==> src/rtl/bkf_pkg.sv <==
// Shared definitions for the multi-channel breakpoint forwarder.
// Holds the register map, CTRL/ISR bit positions, the drain FSM
// state encoding, the command FIFO entry layout and a byte-strobe
// merge helper for the read-write registers.
package bkf_pkg;

  localparam logic [11:0] ADDR_CTRL   = 12'h000;
  localparam logic [11:0] ADDR_STAT   = 12'h004;
  localparam logic [11:0] ADDR_CHAN   = 12'h008;
  localparam logic [11:0] ADDR_ISR    = 12'h00C;
  localparam logic [11:0] ADDR_INDEX  = 12'h010;
  localparam logic [11:0] ADDR_VALUE  = 12'h014;
  localparam logic [3:0]  STATUS_BASE = 4'h1;    // 0x100..0x1FF window

  localparam int CTRL_EN    = 0;
  localparam int CTRL_FLUSH = 1;
  localparam int CTRL_IRQEN = 2;
  localparam int ISR_OVF    = 0;
  localparam int ISR_STCHG  = 1;

  typedef enum logic [1:0] {
    ST_IDLE,
    ST_PRESENT,
    ST_WAIT_ACK
  } drain_st_e;

  typedef struct packed {
    logic [3:0]  ch;
    logic [31:0] index;
    logic [31:0] value;
  } bkf_entry_t;

  function automatic logic [31:0] wmerge(input logic [31:0] old_v,
                                         input logic [31:0] new_v,
                                         input logic [3:0]  strb);
    logic [31:0] r;
    r = old_v;
    for (int b = 0; b < 4; b++)
      if (strb[b]) r[8*b +: 8] = new_v[8*b +: 8];
    return r;
  endfunction

endpackage

==> src/rtl/bkf_cmd_fifo.sv <==
// Synchronous command FIFO with flush.
// Ports: clk/rst (async high), flush_i empties on the next edge and
// discards a same-cycle push; push_i/din_i write (accepted when not full,
// or full with a same-cycle pop); pop_i/dout_o read the head (dout_o is
// the current head, valid when !empty_o); level_o/full_o/empty_o status.
module bkf_cmd_fifo #(
  parameter int DEPTH = 8,
  parameter int W     = 68,
  localparam int AW   = $clog2(DEPTH)
) (
  input  logic          clk,
  input  logic          rst,
  input  logic          flush_i,
  input  logic          push_i,
  input  logic [W-1:0]  din_i,
  input  logic          pop_i,
  output logic [W-1:0]  dout_o,
  output logic [AW:0]   level_o,
  output logic          full_o,
  output logic          empty_o
);

  logic [W-1:0] mem_q [DEPTH];
  logic [AW:0]  wr_q, rd_q;
  logic         do_push, do_pop;

  // Extra pointer bit distinguishes full from empty; wraps naturally.
  assign level_o = wr_q - rd_q;
  assign full_o  = (level_o == (AW+1)'(DEPTH));
  assign empty_o = (level_o == '0);
  assign dout_o  = mem_q[rd_q[AW-1:0]];

  // Pop is logically first, so a push into a full FIFO with a pop succeeds.
  assign do_pop  = pop_i & ~empty_o;
  assign do_push = push_i & (~full_o | do_pop) & ~flush_i;

  always_ff @(posedge clk or posedge rst) begin
    if (rst) begin
      wr_q <= '0;
      rd_q <= '0;
    end else if (flush_i) begin
      wr_q <= '0;
      rd_q <= '0;
    end else begin
      if (do_push) wr_q <= wr_q + 1'b1;
      if (do_pop)  rd_q <= rd_q + 1'b1;
    end
  end

  always_ff @(posedge clk) begin
    if (do_push) mem_q[wr_q[AW-1:0]] <= din_i;
  end

endmodule

==> src/rtl/bkf_forwarder_mc.sv <==
// Multi-channel breakpoint forwarder.
// An AXI4-Lite slave stages (channel, index, value) commands into a FIFO;
// a drain FSM presents each entry on bkf_valid[ch]/bkf_index/bkf_value,
// either as a one-cycle pulse (HS_MODE=0) or held until bkf_ack[ch]
// (HS_MODE=1). Per-channel status words are readable at 0x100+4c and a
// rising edge of bit READY_BIT on any channel raises ISR.stat_chg.
// interrupt is the registered irq_en & |ISR.
module bkf_forwarder_mc
  import bkf_pkg::*;
#(
  parameter int NUM_CH     = 4,
  parameter int FIFO_DEPTH = 8,
  parameter int HS_MODE    = 1,
  parameter int READY_BIT  = 0
) (
  input  logic                  clk,
  input  logic                  rst,
  output logic [NUM_CH-1:0]     bkf_valid,
  input  logic [NUM_CH-1:0]     bkf_ack,
  output logic [31:0]           bkf_index,
  output logic [31:0]           bkf_value,
  input  logic [32*NUM_CH-1:0]  bk_status_i,
  output logic                  interrupt,
  input  logic                  s_axi_control_awvalid,
  output logic                  s_axi_control_awready,
  input  logic [11:0]           s_axi_control_awaddr,
  input  logic                  s_axi_control_wvalid,
  output logic                  s_axi_control_wready,
  input  logic [31:0]           s_axi_control_wdata,
  input  logic [3:0]            s_axi_control_wstrb,
  output logic                  s_axi_control_bvalid,
  input  logic                  s_axi_control_bready,
  output logic [1:0]            s_axi_control_bresp,
  input  logic                  s_axi_control_arvalid,
  output logic                  s_axi_control_arready,
  input  logic [11:0]           s_axi_control_araddr,
  output logic                  s_axi_control_rvalid,
  input  logic                  s_axi_control_rready,
  output logic [31:0]           s_axi_control_rdata,
  output logic [1:0]            s_axi_control_rresp
);

  localparam int AW = $clog2(FIFO_DEPTH);

  // ---------------- AXI write path ----------------
  logic awready_q, bvalid_q, wr_hs;
  logic [11:0] wa;
  logic [31:0] wd;
  logic [3:0]  ws;

  assign wa    = s_axi_control_awaddr;
  assign wd    = s_axi_control_wdata;
  assign ws    = s_axi_control_wstrb;
  assign wr_hs = awready_q & s_axi_control_awvalid & s_axi_control_wvalid;

  always_ff @(posedge clk or posedge rst) begin
    if (rst) begin
      awready_q <= 1'b0;
      bvalid_q  <= 1'b0;
    end else begin
      // one-cycle ready pulse; cannot re-arm while a response is pending
      awready_q <= ~awready_q & s_axi_control_awvalid & s_axi_control_wvalid & ~bvalid_q;
      if (wr_hs)                     bvalid_q <= 1'b1;
      else if (s_axi_control_bready) bvalid_q <= 1'b0;
    end
  end

  assign s_axi_control_awready = awready_q;
  assign s_axi_control_wready  = awready_q;
  assign s_axi_control_bvalid  = bvalid_q;
  assign s_axi_control_bresp   = 2'b00;

  // ---------------- registers ----------------
  logic        en_q, irq_en_q, ovf_q, irq_q;
  logic [3:0]  chan_q;
  logic [31:0] index_q;
  logic [1:0]  isr_q, isr_set, isr_clr;
  logic [NUM_CH-1:0][31:0] stat_q, stat_in;
  logic [NUM_CH-1:0]       rise;

  logic wr_ctrl, wr_isr, wr_value, flush, chan_ok, push, full_drop;
  logic fifo_full, fifo_empty, pop;
  logic [AW:0] fifo_level;
  bkf_entry_t  head;

  assign wr_ctrl  = wr_hs & (wa == ADDR_CTRL);
  assign wr_isr   = wr_hs & (wa == ADDR_ISR);
  assign wr_value = wr_hs & (wa == ADDR_VALUE);
  assign flush    = wr_ctrl & ws[0] & wd[CTRL_FLUSH];
  assign chan_ok  = ({1'b0, chan_q} < 5'(NUM_CH));
  assign push     = wr_value & chan_ok;
  assign full_drop = push & fifo_full & ~pop;

  assign stat_in = bk_status_i;
  always_comb begin
    rise = '0;
    for (int c = 0; c < NUM_CH; c++)
      rise[c] = stat_in[c][READY_BIT] & ~stat_q[c][READY_BIT];
  end

  assign isr_set[ISR_OVF]   = (wr_value & ~chan_ok) | full_drop;
  assign isr_set[ISR_STCHG] = |rise;
  assign isr_clr            = (wr_isr & ws[0]) ? wd[1:0] : 2'b00;

  always_ff @(posedge clk or posedge rst) begin
    if (rst) begin
      en_q     <= 1'b0;
      irq_en_q <= 1'b0;
      chan_q   <= '0;
      index_q  <= '0;
      isr_q    <= '0;
      ovf_q    <= 1'b0;
      irq_q    <= 1'b0;
      stat_q   <= '0;
    end else begin
      if (wr_ctrl & ws[0]) begin
        en_q     <= wd[CTRL_EN];
        irq_en_q <= wd[CTRL_IRQEN];
      end
      if (wr_hs & (wa == ADDR_CHAN) & ws[0]) chan_q <= wd[3:0];
      if (wr_hs & (wa == ADDR_INDEX))        index_q <= wmerge(index_q, wd, ws);
      if (full_drop) ovf_q <= 1'b1;
      isr_q  <= (isr_q & ~isr_clr) | isr_set;   // set beats W1C
      irq_q  <= irq_en_q & (|isr_q);
      stat_q <= stat_in;
    end
  end

  assign interrupt = irq_q;

  // ---------------- command FIFO ----------------
  bkf_cmd_fifo #(.DEPTH(FIFO_DEPTH), .W($bits(bkf_entry_t))) u_fifo (
    .clk     (clk),
    .rst     (rst),
    .flush_i (flush),
    .push_i  (push),
    .din_i   ({chan_q, index_q, wd}),
    .pop_i   (pop),
    .dout_o  (head),
    .level_o (fifo_level),
    .full_o  (fifo_full),
    .empty_o (fifo_empty)
  );

  // ---------------- drain FSM ----------------
  drain_st_e         st_q, st_d;
  logic [NUM_CH-1:0] vld_q, vld_d;
  logic [31:0]       bidx_q, bidx_d, bval_q, bval_d;
  logic              ack_hit;

  // vld_q is one-hot on the presented channel, so this selects its ack only.
  assign ack_hit = |(bkf_ack & vld_q);

  always_comb begin
    st_d   = st_q;
    vld_d  = vld_q;
    bidx_d = bidx_q;
    bval_d = bval_q;
    pop    = 1'b0;
    case (st_q)
      ST_IDLE: begin
        if (en_q & ~fifo_empty) begin
          pop    = 1'b1;
          vld_d  = NUM_CH'(1) << head.ch;
          bidx_d = head.index;
          bval_d = head.value;
          st_d   = ST_PRESENT;
        end
      end
      ST_PRESENT, ST_WAIT_ACK: begin
        if (HS_MODE == 0 || ack_hit) begin
          vld_d = '0;
          st_d  = ST_IDLE;
        end else begin
          st_d  = ST_WAIT_ACK;
        end
      end
      default: st_d = ST_IDLE;
    endcase
  end

  always_ff @(posedge clk or posedge rst) begin
    if (rst) begin
      st_q   <= ST_IDLE;
      vld_q  <= '0;
      bidx_q <= '0;
      bval_q <= '0;
    end else begin
      st_q   <= st_d;
      vld_q  <= vld_d;
      bidx_q <= bidx_d;
      bval_q <= bval_d;
    end
  end

  assign bkf_valid = vld_q;
  assign bkf_index = bidx_q;
  assign bkf_value = bval_q;

  // ---------------- AXI read path ----------------
  logic        arready_q, rvalid_q, rvalid_d, ar_hs;
  logic [31:0] rdata_q, rd_mux;
  logic [11:0] ra;

  assign ra       = s_axi_control_araddr;
  assign ar_hs    = s_axi_control_arvalid & arready_q;
  assign rvalid_d = ar_hs | (rvalid_q & ~s_axi_control_rready);

  always_comb begin
    rd_mux = '0;
    case (ra)
      ADDR_CTRL:  rd_mux = {29'b0, irq_en_q, 1'b0, en_q};
      ADDR_STAT:  rd_mux = {21'b0, ovf_q, fifo_empty, fifo_full, 8'(fifo_level)};
      ADDR_CHAN:  rd_mux = {28'b0, chan_q};
      ADDR_ISR:   rd_mux = {30'b0, isr_q};
      ADDR_INDEX: rd_mux = index_q;
      default: begin
        if (ra[11:8] == STATUS_BASE && ra[1:0] == 2'b00)
          for (int c = 0; c < NUM_CH; c++)
            if (ra[7:2] == 6'(c)) rd_mux = stat_q[c];
      end
    endcase
  end

  always_ff @(posedge clk or posedge rst) begin
    if (rst) begin
      arready_q <= 1'b0;
      rvalid_q  <= 1'b0;
      rdata_q   <= '0;
    end else begin
      rvalid_q  <= rvalid_d;
      arready_q <= ~rvalid_d;     // tracks !rvalid, but held low in reset
      if (ar_hs) rdata_q <= rd_mux;
    end
  end

  assign s_axi_control_arready = arready_q;
  assign s_axi_control_rvalid  = rvalid_q;
  assign s_axi_control_rdata   = rdata_q;
  assign s_axi_control_rresp   = 2'b00;

endmodule
==> config.mk <==
export PLATFORM = sky130hd
export DESIGN_NAME = bkf_forwarder_mc
export DESIGN_NICKNAME = d
export VERILOG_FILES = /design/src/rtl/bkf_pkg.sv /design/src/rtl/bkf_cmd_fifo.sv /design/src/rtl/bkf_forwarder_mc.sv
export SDC_FILE = /design/constraint.sdc
export NUM_CORES = 1
export LEC_CHECK = 0
export ABC_AREA = 1
export BUFFER_PORTS_ARGS = -buffer_cell sky130_fd_sc_hd__clkbuf_2
export CAP_MARGIN = 20
export CORE_ASPECT_RATIO = 1.1
export CORE_MARGIN = 1.5
export CORE_UTILIZATION = 60
export CTS_BUF_LIST = sky130_fd_sc_hd__clkbuf_8
export DETAILED_ROUTE_END_ITERATION = 16
export GPL_TIMING_DRIVEN = 0
export PLACE_DENSITY = 0.81
export REMOVE_ABC_BUFFERS = 1
export SYNTH_ARGS = -nofsm -noshare
export SYNTH_HDL_FRONTEND = slang
export SYNTH_SLANG_ARGS = --single-unit
==> constraint.sdc <==
create_clock -name clk -period 19.8 [get_ports clk]
set_input_delay 3.96 -clock clk [delete_from_list [all_inputs] [get_ports clk]]
set_output_delay 3.96 -clock clk [all_outputs]
set_load 0.01 [all_outputs]
; Yosys cells after proc, flatten, opt, wreduce, memory -nomap -nowiden
; Memory sizes are Yosys's and may differ from the RTL's.
; Index checks and enable logic that the tools add are counted.
[word_totals]
output_inout_bits = 110
memories = 1
ramBits = 544
inputBits = 199
regBits = 284
[classes]
mux = 23
n_shift = 1
n_addsub = 3
n_bitwise = 49
n_eq_ne = 17
n_lt_le_gt_ge = 1
reduce_logical = 21
[memory_table]
columns = memory, words, width, read_ports, rd_clocked_by_memory_dff, wr, line_no
row1 = u_fifo.mem_q, 8, 68, 1, 0, 1, bkf_cmd_fifo.sv:23  ; logic [W-1:0] mem_q [DEPTH];
[op_table]
columns = op, count
row1 = $mux 32, 5
row2 = $pmux 32 s5, 1
row3 = $eq 12x4->1 const B, 4
row4 = $eq 12x5->1 const B, 3
row5 = $and 1x1->1, 29
row6 = $logic_not 12->1, 2
row7 = $mux 4, 6
row8 = $not 1->1, 13
row9 = $eq 12x3->1 const B, 1
row10 = $eq 6x2->1 const B, 2
row11 = $reduce_and 2->1, 5
row12 = $add 4x1->4 const B, 2
row13 = $pmux 4 s2, 1
row14 = $reduce_bool 2->1, 4
row15 = $reduce_or 4->1, 2
row16 = $eq 6x1->1 const B, 1
row17 = $logic_not 6->1, 1
row18 = $mux 1, 6
row19 = $mux 2, 3
row20 = $and 4x4->4, 1
row21 = $eq 4x1->1 const B, 1
row22 = $eq 4x4->1 const B, 1
row23 = $logic_not 2->1, 2
row24 = $logic_not 4->1, 1
row25 = 14 further kinds, 18

; Logic depth before layout (Yosys ltp)
[depth]
ltp_word = 12
mapped_depth = 15
mapped_depth_nobuf = 14

; Modules after synthesis
; Synthesis repeated with hierarchy kept, for this count alone.
[unflattened]
hier_cells = 2798
area_unflattened_um2 = 32757.7
[modules_own_cells]
columns = mod, instances, area_each_um2, cells_each, seq_area_each_um2
row1 = bkf_cmd_fifo, 1, 21788.4, 1631, 16535.9
row2 = bkf_forwarder_mc, 1, 10969.3, 1167, 6906.6

; Worst setup path before layout
; OpenSTA, ideal clock, no wires.
[synth_timing]
path_kind = input -> register
startpoint = input s_axi_control_awaddr[7]
endpoint = memory u_fifo.mem_q[5][0], enable pin
arrival_time_ps = 9431
setup_time_ps = 578
path_slack_ps = 9791
path_buffers = 0
cell_stages = 7
path_cell_list = nor2_1 > nand3_1 > nor2_1 > nand2_1 > nor2_1 > nand2_1 > nor3_1
[synth_between]
elab_chain_len = 8
word_cells_on_any_way = 12
[synth_rtl]
columns = item, line_no
row1 = "start, declared", bkf_forwarder_mc.sv:26  ; input logic [11:0] s_axi_control_awaddr,
row2 = $logic_not 12->1, bkf_forwarder_mc.sv:86  ; assign wr_ctrl = wr_hs & (wa == ADDR_CTRL);
row3 = $and 1x1->1, bkf_forwarder_mc.sv:86
row4 = $and 1x1->1 (2 in a row), bkf_forwarder_mc.sv:89  ; assign flush = wr_ctrl & ws[0] & wd[CTRL_FLUSH];
row5 = $not 1->1, bkf_cmd_fifo.sv:35  ; assign do_push = push_i & (~full_o | do_pop) & ~flush_i;
row6 = $and 1x1->1 *, bkf_cmd_fifo.sv:35
row7 = $mux 1 *, bkf_cmd_fifo.sv:51  ; if (do_push) mem_q[wr_q[AW-1:0]] <= din_i;
row8 = $mux 1 (not written as such) *, bkf_cmd_fifo.sv:51
row9 = "end, declared", bkf_cmd_fifo.sv:23
; Every way passes the cells marked *; elsewhere a longest branch is shown, timed or not.

; Worst setup path in the final report
[layout_timing]
startpoint = input s_axi_control_awaddr[7]
endpoint = memory u_fifo.mem_q[3][4], enable pin
; Same word-level chain as after synthesis.

==> flow_metrics.env <==
export IMPL_outcome="finished, final reports clean"
export IMPL_antenna_found_initial=4
export IMPL_grt_max_degree=187
export IMPL_timing_fmax_ghz=0.1590
export IMPL_syn_area_um2=32530
export IMPL_clock_latency_ns=0.80
export IMPL_routed_wl_um=83430
export IMPL_endpoint_kind="register"
export IMPL_crit_path_start_kind="input pin"
export IMPL_clkTransAtPathRegs_ns=0.06
export IMPL_p_leak_nw=16.53
export IMPL_r2r_start="u_fifo.rd_q[1]$_DFFE_PP0P_"
export IMPL_synthXorXnorAreaFrac_pct=0.1077
export IMPL_yosysTopAreaCellShare_pct=50.22
export IMPL_synth_edf_count=544
export IMPL_skew_ns=0.04141
export IMPL_synth_compound_area_share_pct=8.578
export IMPL_maxCapViolCount=0
export IMPL_r2r_cells=15
export IMPL_worst_r2r_endpoint="u_fifo.mem_q[3][4]$_DFFE_PP_"
export IMPL_wl_per_cell_um=20.91
export IMPL_start_util_pct=60.73
export IMPL_synth_top_area_cell="edfxtp_1"
export IMPL_cts_buffer_depth=3
export IMPL_io_buffers=304
export IMPL_ys_top_cells_by_area="edfxtp_1 50%, dfrtp_1 22%, nand2_1 7.7%"
export IMPL_synthSimpleGateAreaFrac_pct=14.94
export IMPL_endpoint="u_fifo.mem_q[3][4]$_DFFE_PP_"
export IMPL_slew_violations=0
export IMPL_crit_fanout=10
export IMPL_first_iter_violations=2498
export IMPL_ys_seq_area_share_pct=72.07
export IMPL_synth_cell_types=39
export IMPL_cp_arrival_ns=6.74
export IMPL_rsz0062_at_grt="no"
export IMPL_setup_viol=0
export IMPL_die_h_um=247.2
export IMPL_grt_overflow_total=0
export IMPL_power_density_nw_per_um2=89.15
export IMPL_vias=23210
export IMPL_drc=0
export IMPL_max_slew_margin_rel_pct=27.13
export IMPL_io_pins=309
export IMPL_avgSynthCellArea_um2=11.58
export IMPL_placed_area_um2=35240
export IMPL_ff2ff_setup_slack_ns=14.41
export IMPL_grt_pass1_wl_um=126900
export IMPL_yosys_warnings=0
export IMPL_cp_required_ns=20.25
export IMPL_min_from="s_axi_control_bvalid$_DFFE_PP0P_"
export IMPL_crit_type="input pin to register"
export IMPL_utilization_pct=70.55
export IMPL_synth_seq_cells=828
export IMPL_fin_area_um2=37790
export IMPL_die_w_um=225
export IMPL_vias_per_cell=5.817
export IMPL_final_antenna_net_count=0
export IMPL_std_cell_rows=89
export IMPL_cts_repair_resized=0
export IMPL_htree_num_levels=4
export IMPL_synth_mux_area_share_pct=0
export IMPL_period_minus_slack_ns=6.288
export IMPL_yosys_area_share_adder_pct=0.3693
export IMPL_fin_crit_sh_pct=31.76
export IMPL_grt_pass1_vias=23940
export IMPL_cts_tree="yes"
export IMPL_irDropWorstVdd_mv=0.07200
export IMPL_hold_path_class="register to register"
export IMPL_synthFlopType="edfxtp_1"
export IMPL_die_area_um2=55620
export IMPL_synth_top_family_by_area="simple AND/OR/NAND/NOR gates"
export IMPL_syn_to_final_growth_pct=16.18
export IMPL_drt_pre_antenna_iters=6
export IMPL_worst_pin_slew_ns=1.090
export IMPL_ctsHoldBuffers=0
export IMPL_cts_buffers=130
export IMPL_track_usage_pct=30.56
export IMPL_clock_root_buffer="clkbuf_8"
export IMPL_gp_congestion=0.8908
export IMPL_dp_hpwl_um=50180
export IMPL_clock_sinks=828
export IMPL_syn_inst=2808
export IMPL_report_final_hold_viol_count=0
export IMPL_drive_gt1_share_pct=18.96
export IMPL_post_cts_setup_buffer_count=0
export IMPL_final_nets=3359
export IMPL_core_area_um2=53560
export IMPL_async_flop_share_pct=34.30
export IMPL_power_mw=3.369
export IMPL_nFillCells=3508
export IMPL_crit_start="s_axi_control_awaddr[7]"
[placed cells by master, fill, tap and decap left out, drive strengths merged, types with 25 or more instances in the layout]
master and count:
a31oi 25, buf 58, clkbuf 449, clkinv 28, dfrtp 284, edfxtp 544, inv 161, nand2 670
nand3 93, nor2 420, o21ai 329, o22ai 129
[cell families after synthesis]
family,count (synthesis)
AOI/OAI and AO/OA,493
xor gates and xnor gates,4
adders and majority gates,9
buffers and inverters,261
DFF,828
other,1
and+or+nand+nor,1212
[flip-flops by register name (all words and copies together) (netlist names), 2 cells and up]
register	cells
u_fifo.mem_q	544
stat_q	128
bkf_index	32
bkf_value	32
index_q	32
s_axi_control_rdata	32
bkf_valid	4
chan_q	4
u_fifo.rd_q	4
u_fifo.wr_q	4
isr_q	2
st_q	2
[report_power, final]
group          internal, mW  total, mW  switching (mW)
combinational        0.0369      0.102          0.0654
clock                 0.729       1.39           0.659
sequential             1.86       1.88          0.0135
[through the flow]
step / worst slack [ns] / cells / hold slack, ns / setup TNS [ns]
3_3_place_gp: -1.899 / 3689 / 0.4413 / -331.63
6_report: 13.51 / 3991 / 0.4687 / 0
2_1_floorplan: 8.004 / 2657 / 0.4349 / 0
5_1_grt: 13.40 / 3991 / 0.4830 / 0
3_5_place_dp: 12.82 / 3747 / 0.4420 / 0
4_1_cts: 13.64 / 3988 / 0.4613 / 0
[critical path, stage by stage]
cell,delay [ns]
clkbuf_2,0.08
nor2_1,0.21
nand3_1,0.19
nor2_1,0.23
nand2_1,0.09
nor2_1,0.20
nand2_1,0.28
nor3_2,0.65
buf_6,0.25
buf_6,0.16
buf_6,0.19
buf_4,0.24
[layer usage]
metal  up-vias  global-route usage, %  routed length (um)  part of all wire (%)
li1      10350                      -                   -                     -
met5         -                      0                   9                 0.011
met2      1357                  50.72               41330                    50
met4         2                  16.27                3529                   4.2
met3       262                  7.248                8144                   9.8
met1     11240                  37.32               30420                    36
[synthesized netlist by cell type, types with 3 or more instances]
library cell and n:
ha_1 8, nor3_1 8, nand4_1 15, xor2_1 4
buf_2 50, a21oi_1 7, nor2_1 407, inv_1 103
o21ai_0 289, buf_4 19, clkbuf_1 63, o21ai_2 32
nand2_2 3, dfrtp_1 284, nor2_4 6, inv_2 3
nor2_2 6, edfxtp_1 544, o21ai_1 8, nand3_2 7
a31oi_1 25, o22ai_1 129, nand2_1 667, nand3_1 86
buf_6 21
[layout make-up]
| type | count | area, um^2 | share of cell area (%) |
|---|---|---|---|
| flip-flops and latches | 828 | 23450 | 62.06 |
| multi-input cells | 1722 | 7885 | 20.87 |
| repair buffers | 362 | 2564 | 6.784 |
| clock buffers | 145 | 1996 | 5.281 |
| well taps | 728 | 910.9 | 2.410 |
| clock inverters | 96 | 546.8 | 1.447 |
| inverters | 107 | 426.7 | 1.129 |
| diodes | 3 | 7.507 | 0.01987 |
[how the worst min path moves through the flow]
| stage | endpoint | slack, ns | depth (start not counted) |
|---|---|---|---|
| floorplan | ovf_q$_DFFE_PP0P_ | 0.43 | 2 |
| global placement | s_axi_control_awready$_DFF_PP0_ | 0.44 | 1 |
| detailed placement | s_axi_control_awready$_DFF_PP0_ | 0.44 | 1 |
| CTS | s_axi_control_awready$_DFF_PP0_ | 0.46 | 1 |
| global route | s_axi_control_awready$_DFF_PP0_ | 0.48 | 1 |
| finish | s_axi_control_awready$_DFF_PP0_ | 0.47 | 1 |
No activity file was read; power rests on OpenSTA's default activity.
